===== src/rtl/mem_ctrl_pkg.sv =====
// Shared definitions for the MEM-stage SRAM access controller: FSM encoding,
// the data-segment base address and the halfword select constants.
package mem_ctrl_pkg;

  typedef enum logic [1:0] {
    IDLE = 2'd0,
    LO   = 2'd1,
    HI   = 2'd2,
    DONE = 2'd3
  } state_t;

  localparam int   DATA_BASE_ADDR = 1024;
  localparam logic HALF_LO        = 1'b0;
  localparam logic HALF_HI        = 1'b1;

endpackage


===== src/rtl/sram_wait_counter.sv =====
// Phase timer: counts the clock cycles spent in one 16-bit SRAM phase and flags
// the final cycle of that phase.
module sram_wait_counter #(
  parameter int WAIT_CYCLES = 2
) (
  input  logic clk,
  input  logic rst,
  input  logic load,
  input  logic enable,
  output logic last_cycle
);

  logic [7:0] count;

  // Reload has priority so a phase always starts from zero.
  always_ff @(posedge clk or negedge rst) begin
    if (!rst) begin
      count <= '0;
    end else if (load) begin
      count <= '0;
    end else if (enable) begin
      count <= count + 8'd1;
    end
  end

  assign last_cycle = (count == 8'(WAIT_CYCLES - 1));

endmodule


===== src/rtl/sram_access_ctrl.sv =====
// MEM-stage controller that splits each 32-bit load/store into two 16-bit
// asynchronous SRAM cycles and stalls the pipeline via ready until it finishes.
module sram_access_ctrl
  import mem_ctrl_pkg::*;
#(
  parameter int BASE_ADDR   = DATA_BASE_ADDR,
  parameter int WAIT_CYCLES = 2,
  parameter int SRAM_AW     = 18
) (
  input  logic               clk,
  input  logic               rst,
  input  logic               MEM_R_EN,
  input  logic               MEM_W_EN,
  input  logic [31:0]        address,
  input  logic [31:0]        write_data,
  output logic [31:0]        read_data,
  output logic               ready,
  output logic [SRAM_AW-1:0] sram_addr,
  output logic               sram_we_n,
  output logic [15:0]        sram_dq_out,
  output logic               sram_dq_oe,
  input  logic [15:0]        sram_dq_in
);

  state_t             state;
  state_t             state_next;
  logic               req;
  logic               latch_req;
  logic               cnt_load;
  logic               cnt_en;
  logic               last_cycle;
  logic               in_phase;
  logic               half_sel;
  logic               is_wr_q;
  logic [SRAM_AW-2:0] idx_q;
  logic [31:0]        wd_q;

  assign req = MEM_R_EN | MEM_W_EN;

  sram_wait_counter #(
    .WAIT_CYCLES (WAIT_CYCLES)
  ) u_wait_counter (
    .clk        (clk),
    .rst        (rst),
    .load       (cnt_load),
    .enable     (cnt_en),
    .last_cycle (last_cycle)
  );

  always_ff @(posedge clk or negedge rst) begin
    if (!rst) begin
      state <= IDLE;
    end else begin
      state <= state_next;
    end
  end

  always_comb begin
    state_next = state;
    latch_req  = 1'b0;
    cnt_load   = 1'b0;
    cnt_en     = 1'b0;
    case (state)
      IDLE: begin
        if (req) begin
          state_next = LO;
          latch_req  = 1'b1;
          cnt_load   = 1'b1;
        end
      end
      LO: begin
        if (last_cycle) begin
          state_next = HI;
          cnt_load   = 1'b1;
        end else begin
          cnt_en = 1'b1;
        end
      end
      HI: begin
        if (last_cycle) begin
          state_next = DONE;
          cnt_load   = 1'b1;
        end else begin
          cnt_en = 1'b1;
        end
      end
      DONE:    state_next = IDLE;
      default: state_next = IDLE;
    endcase
  end

  // Request fields are captured only in IDLE; a write wins when both enables are set.
  always_ff @(posedge clk or negedge rst) begin
    if (!rst) begin
      is_wr_q <= 1'b0;
      idx_q   <= '0;
      wd_q    <= '0;
    end else if (latch_req) begin
      is_wr_q <= MEM_W_EN;
      idx_q   <= (SRAM_AW-1)'((address - 32'(BASE_ADDR)) >> 2);
      wd_q    <= write_data;
    end
  end

  assign in_phase = (state == LO) || (state == HI);
  assign half_sel = (state == HI) ? HALF_HI : HALF_LO;

  always_ff @(posedge clk or negedge rst) begin
    if (!rst) begin
      read_data <= '0;
    end else if (in_phase && !is_wr_q && last_cycle) begin
      if (half_sel == HALF_HI) begin
        read_data[31:16] <= sram_dq_in;
      end else begin
        read_data[15:0] <= sram_dq_in;
      end
    end
  end

  // The strobe releases in the last cycle of a phase so address and data are held
  // past the rising edge of we_n; a single-cycle phase has no room for that.
  always_comb begin
    sram_addr   = '0;
    sram_dq_out = '0;
    sram_dq_oe  = 1'b0;
    sram_we_n   = 1'b1;
    if (in_phase) begin
      sram_addr = {idx_q, half_sel};
      if (is_wr_q) begin
        sram_dq_out = (half_sel == HALF_HI) ? wd_q[31:16] : wd_q[15:0];
        sram_dq_oe  = 1'b1;
        sram_we_n   = !(!last_cycle || (WAIT_CYCLES == 1));
      end
    end
  end

  assign ready = ((state == IDLE) && !req) || (state == DONE);

endmodule

===== config.mk =====
export PLATFORM = sky130hd
export DESIGN_NAME = sram_access_ctrl
export DESIGN_NICKNAME = d
export VERILOG_FILES = /design/src/rtl/mem_ctrl_pkg.sv /design/src/rtl/sram_wait_counter.sv /design/src/rtl/sram_access_ctrl.sv
export SDC_FILE = /design/constraint.sdc
export NUM_CORES = 1
export LEC_CHECK = 0
export CAP_MARGIN = 30
export CORE_MARGIN = 1.5
export CORE_UTILIZATION = 49
export CTS_CLUSTER_DIAMETER = 30
export DETAILED_ROUTE_END_ITERATION = 7
export PLACE_DENSITY = 0.9
export SLEW_MARGIN = 20
export SYNTH_ARGS = -nofsm -noshare
export SYNTH_HDL_FRONTEND = slang
export SYNTH_SLANG_ARGS = --single-unit

===== constraint.sdc =====
create_clock -name clk -period 7.5 [get_ports clk]
set_clock_uncertainty 0.15 [all_clocks]
set_input_delay 1.5 -clock clk [delete_from_list [all_inputs] [get_ports clk]]
set_output_delay 1.5 -clock clk [all_outputs]
set_load 0.01 [all_outputs]

# --- Word-level counts from Yosys, hierarchy flattened ---
# Cells that the tools add are included.
totals:
  word_cells: 52
  out_inout_bits: 69
  register_bits: 92
classes:
  add_sub_neg: 2
  bitwise_logic: 2
  n_reduce_logical: 13
  muxes: 21
  n_eq_ne: 7
ops:
  columns: ["cell", "n"]
  rows:
  - ["16-bit two-way mux", 3]
  - ["19-bit by 11-bit subtractor with 19-bit output, second input constant", 1]
  - ["18-bit two-way mux", 1]
  - ["8-bit two-way mux", 2]
  - ["1-bit two-way mux", 10]
  - ["8-bit by 1-bit adder with 8-bit output, second input constant", 1]
  - ["8-bit by 1-bit == test with 1-bit output, second input constant", 1]
  - ["2-bit one-hot mux with 4 select lines", 1]
  - ["2-bit two-way mux", 3]
  - ["2-bit != test, second input constant", 3]
  - ["2-bit == test, second input constant", 2]
  - ["2-bit AND reduction", 2]
  - ["1-bit logical AND", 3]
  - ["3-bit AND reduction", 1]
  - ["2-bit by 1-bit == test with 1-bit output, second input constant", 1]
  - ["1-bit logical NOT", 2]
  - ["2-bit logical NOT", 1]
  - ["1-bit logical OR", 2]
  - ["1-bit one-hot mux with 2 select lines", 1]
  - ["2-bit nonzero test", 1]
  - ["2-bit OR reduction", 1]
  - ["1-bit inverter", 1]
  - ["1-bit OR", 1]

# --- Depth between registers and ports, before layout ---
depth:
  depth_word: 5
  mapped_depth: 7

# --- By module ---
# From an unflattened synthesis, not the netlist that was laid out.
unflattened:
  hier_cells: 407
  hier_area_um2: 4152.7
modules_own_cells:
  columns: ["module", "n_inst", "seq_area_each_um2", "area_each_um2", "cells_each"]
  rows:
  - ["sram_access_ctrl", 1, 2102.0, 3731.1, 365]
  - ["sram_wait_counter", 1, 200.2, 421.7, 42]

# --- Worst setup path after synthesis ---
# Ideal clock, no wire load.
synth_timing:
  path_type: "input port to output port"
  from: "in MEM_W_EN"
  to: "out ready"
  n_path_buf: 0
  required_time_ns: 5.850
  cell_stages: 2
  setup_slack_ns: 3.718
  arrival_ns: 2.132
  cell_sequence: "or3b_2 nand2b_1"
synth_via:
  elab_chain_cells: 4
synth_lines:
  columns: ["element", "line_no", "text"]
  rows:
  - ["start, declared", "sram_access_ctrl.sv:13", "input logic MEM_W_EN,"]
  - ["1-bit OR", "sram_access_ctrl.sv:38", "assign req = MEM_R_EN | MEM_W_EN;"]
  - ["1-bit logical NOT", "sram_access_ctrl.sv:137", "assign ready = ((state == IDLE) && !req) || (state == DONE);"]
  - ["1-bit logical AND", "sram_access_ctrl.sv:137", null]
  - ["1-bit logical OR", "sram_access_ctrl.sv:137", null]
  - ["end, declared", "sram_access_ctrl.sv:17", "output logic ready,"]
# No other way between the ends.

# --- Final worst setup path ---
layout_timing:
  from: "reg state[0]"
  to: "out sram_dq_out[2]"
layout_via:
  elab_chain_cells: 5
layout_lines:
  columns: ["element", "line_no", "text"]
  rows:
  - ["start, declared", "sram_access_ctrl.sv:25", "state_t state;"]
  - ["start signal, assigned", "sram_access_ctrl.sv:54", "state <= state_next;"]
  - ["2-bit == test", "sram_access_ctrl.sv:105, sram_access_ctrl.sv:106", null]
  - ["1-bit two-way mux", "sram_access_ctrl.sv:106", "assign half_sel = (state == HI) ? HALF_HI : HALF_LO;"]
  - ["16-bit two-way mux", "sram_access_ctrl.sv:130", "sram_dq_out = (half_sel == HALF_HI) ? wd_q[31:16] : wd_q[15:0];"]
  - ["16-bit two-way mux", "sram_access_ctrl.sv:129", "if (is_wr_q) begin"]
  - ["16-bit two-way mux *", "sram_access_ctrl.sv:127", "if (in_phase) begin"]
  - ["end, declared", "sram_access_ctrl.sv:20", "output logic [15:0] sram_dq_out,"]
# Mark *: on every way between the ends. The rest lies on a longest branch, timed or not.

==> out/metrics.cfg <==
[global_route]
grt_pass1_wl_um=15700
grt_pass1_vias=3472
grt_usage=0.220
grt_max_degree=52
antenna_found_initial=0
gr-total-overflow=0

[synthesis]
synth_top_area_frac=0.539
ys_warn_count=0
ys_types=39
synth_nets=515
post-synth-top-count-cell=nand2_1
syn-cell-area_mm2=0.00427
netlist_top_cells_area=dfrtp_1 54%, nand2_1 12%, mux2_2 5.8%
async_flop_share=1.00
synth-edff-count=0
postSynthCellCount=423
synth_seq_area_share=0.539
synthTopCellsByCount=134 x nand2_1, 92 x dfrtp_1, 27 x nor2_1
avgSynthCellArea_um2=10.1
ys_seq_elements=92
synth_top_area_cell=dfrtp_1
synth_flop_cell=dfrtp_1

[clock_tree]
cts_tree=yes
clk_pin_slew_worst_paths_ns=0.09
ctsHoldBuffers=0
cts_sinks=92
cts_root_buffer=clkbuf_8
htree_levels=3
cts_buffers=9
cts_setup_buffers=0
cts_resized=0
insertion_delay_ns=0.35
clockBufferDepth=2

[final_layout]
fin_nets=648
syn_to_final_growth_pct=38.6
fin_cells=666
num_antenna_cells=0
drive_gt1_frac=0.107

[timing]
finalSetupTns_ns=0
relSlewSlack=0.401
finalCriticalPeriod_ns=4.96
worst_pin_slew_ns=0.895
rsz0062_at_grt=no
period_share=0.661
hold_viol=0
setup_viol=0
slew_viol_final=0
fmax_mhz=202

[min_path]
min_from=wd_q[14]
hp-class=reg2reg
holdPathStages=2

[route]
vias=3481
via_per_inst=5.23
wl_met1_um=4200
routedWlPerCell_um=15.1
first_iter_violations=164
wl_met2_um=5140
drt_wl_total_um=10000
drcViolationCount=0
dr.pass1.iters=5
met3_length_um=570
ant_nets=0
top_layer=met4

[setup_path]
critPathMaxFanout=31
crit_start=state[0]
ff2ff_path_depth=5
worstSetupStartpointType=flop
cp_data_arrival_time_ns=3.31
crit_type=reg2out
required_ns=5.85
reg2reg_from=state[0]
end_kind=output pin

[power]
ir_worst_vdd_mv=0.236
p_per_area_mw_per_mm2=427
p_leak_nw=2.68

[floorplanning]
coreArea_mm2=0.00834
rows=33
initial_utilization=0.512
io_pins=153
die-area_mm2=0.00928
fp.dieW_um=96.4
die_y_um=96.4

[placement]
gp_congestion=0.772
dp_hpwl_um=7050
dp.cells=649
io_buffers=137

[job]
max_cap_violations=0

[outcome]
status=finished clean

==> report_power, final <==
part           leakage, nW  internal (mW)  switching [mW]
clock network        0.103          0.133           0.198
registers             1.11          0.733           0.139
logic                 1.46          0.695           0.631
==> state kept, by name, summed over array words and instances (netlist names) <==
name / cells
idx_q: 17
is_wr_q: 1
read_data: 32
state: 2
u_wait_counter.count: 8
wd_q: 32
==> per-layer routing <==
layer,up-vias,GRT usage
li1,1668,-
met1,1684,0.268
met2,116,0.389
met3,13,0.0434
met4,0,0.0737
met5,-,0
==> per-stage QoR <==
step / util / setup slack, ns / hold slack (ns) / cell area, um2 / total power [mW]
6_report: 0.709 / 2.54 / 0.328 / 5920 / 2.53
5_1_grt: 0.709 / 2.32 / 0.359 / 5920 / 2.71
4_1_cts: 0.709 / 2.59 / 0.336 / 5910 / 2.54
3_5_place_dp: 0.685 / 2.61 / 0.313 / 5710 / 2.20
3_3_place_gp: 0.685 / 2.64 / 0.303 / 5710 / 2.14
2_1_floorplan: - / 3.72 / 0.288 / 4270 / 1.58
==> final timing paths <==
path | to | slack [ns]
min | wd_q[14] | 0.33
max in group asynchronous | wd_q[20] | 5.20
max | sram_dq_out[2] | 2.54
min reg2reg | wd_q[14] | 0.33
min in group asynchronous | read_data[12] | 0.96
max reg2reg | read_data[6] | 4.67
==> worst max-delay path, cell delays in order (launching register included) <==
cell,delay (ns)
dfrtp_1,0.45
inv_1,0.11
ha_1,0.84
nand2_1,0.66
nor2_1,0.31
clkdlybuf4s50_1,0.57
==> layout by cell type, fill, tap and decap left out, drive strengths merged, types with 2 or more instances in the layout <==
master         Yosys  layout
clkbuf            16      10
or3                7       7
a21oi              5       5
nand2b             3       3
o21ai             13      13
xnor2              2       2
and2              17      17
clkinv             0       3
o31ai              3       3
nand3              3       3
ha                 8       8
inv                7      11
mux2              32      32
mux2i             16      16
or3b               2       2
buf                4       5
nor3b              3       3
nand2            134     134
nand4              5       5
a211oi             4       4
nor2              27      27
xor2               2       2
a31oi              7       7
or4                3       3
clkdlybuf4s50      0     136
dfrtp             92      92
==> layout make-up <==
class | instances | area (um2)
clock buffers | 9 | 124
clock inverters | 7 | 76.3
fillers | 600 | 2420
inverters | 7 | 26.3
multi-input cells | 304 | 1850
flip-flops and latches | 92 | 2300
well taps | 105 | 131
repair buffers | 142 | 1400
==> cell families after synthesis <==
family                   after synthesis  share of synthesized area
multiplexers                          48                      0.131
adder cells (fa/ha/maj)                8                     0.0234
XOR/XNOR                               4                    0.00821
AO/OA/AOI/OAI                         36                     0.0516
buffers and inverters                 27                     0.0296
AND/OR/NAND/NOR                      208                      0.217
flip-flops                            92                      0.539
Note: power is estimated with default switching activity, not from simulation.
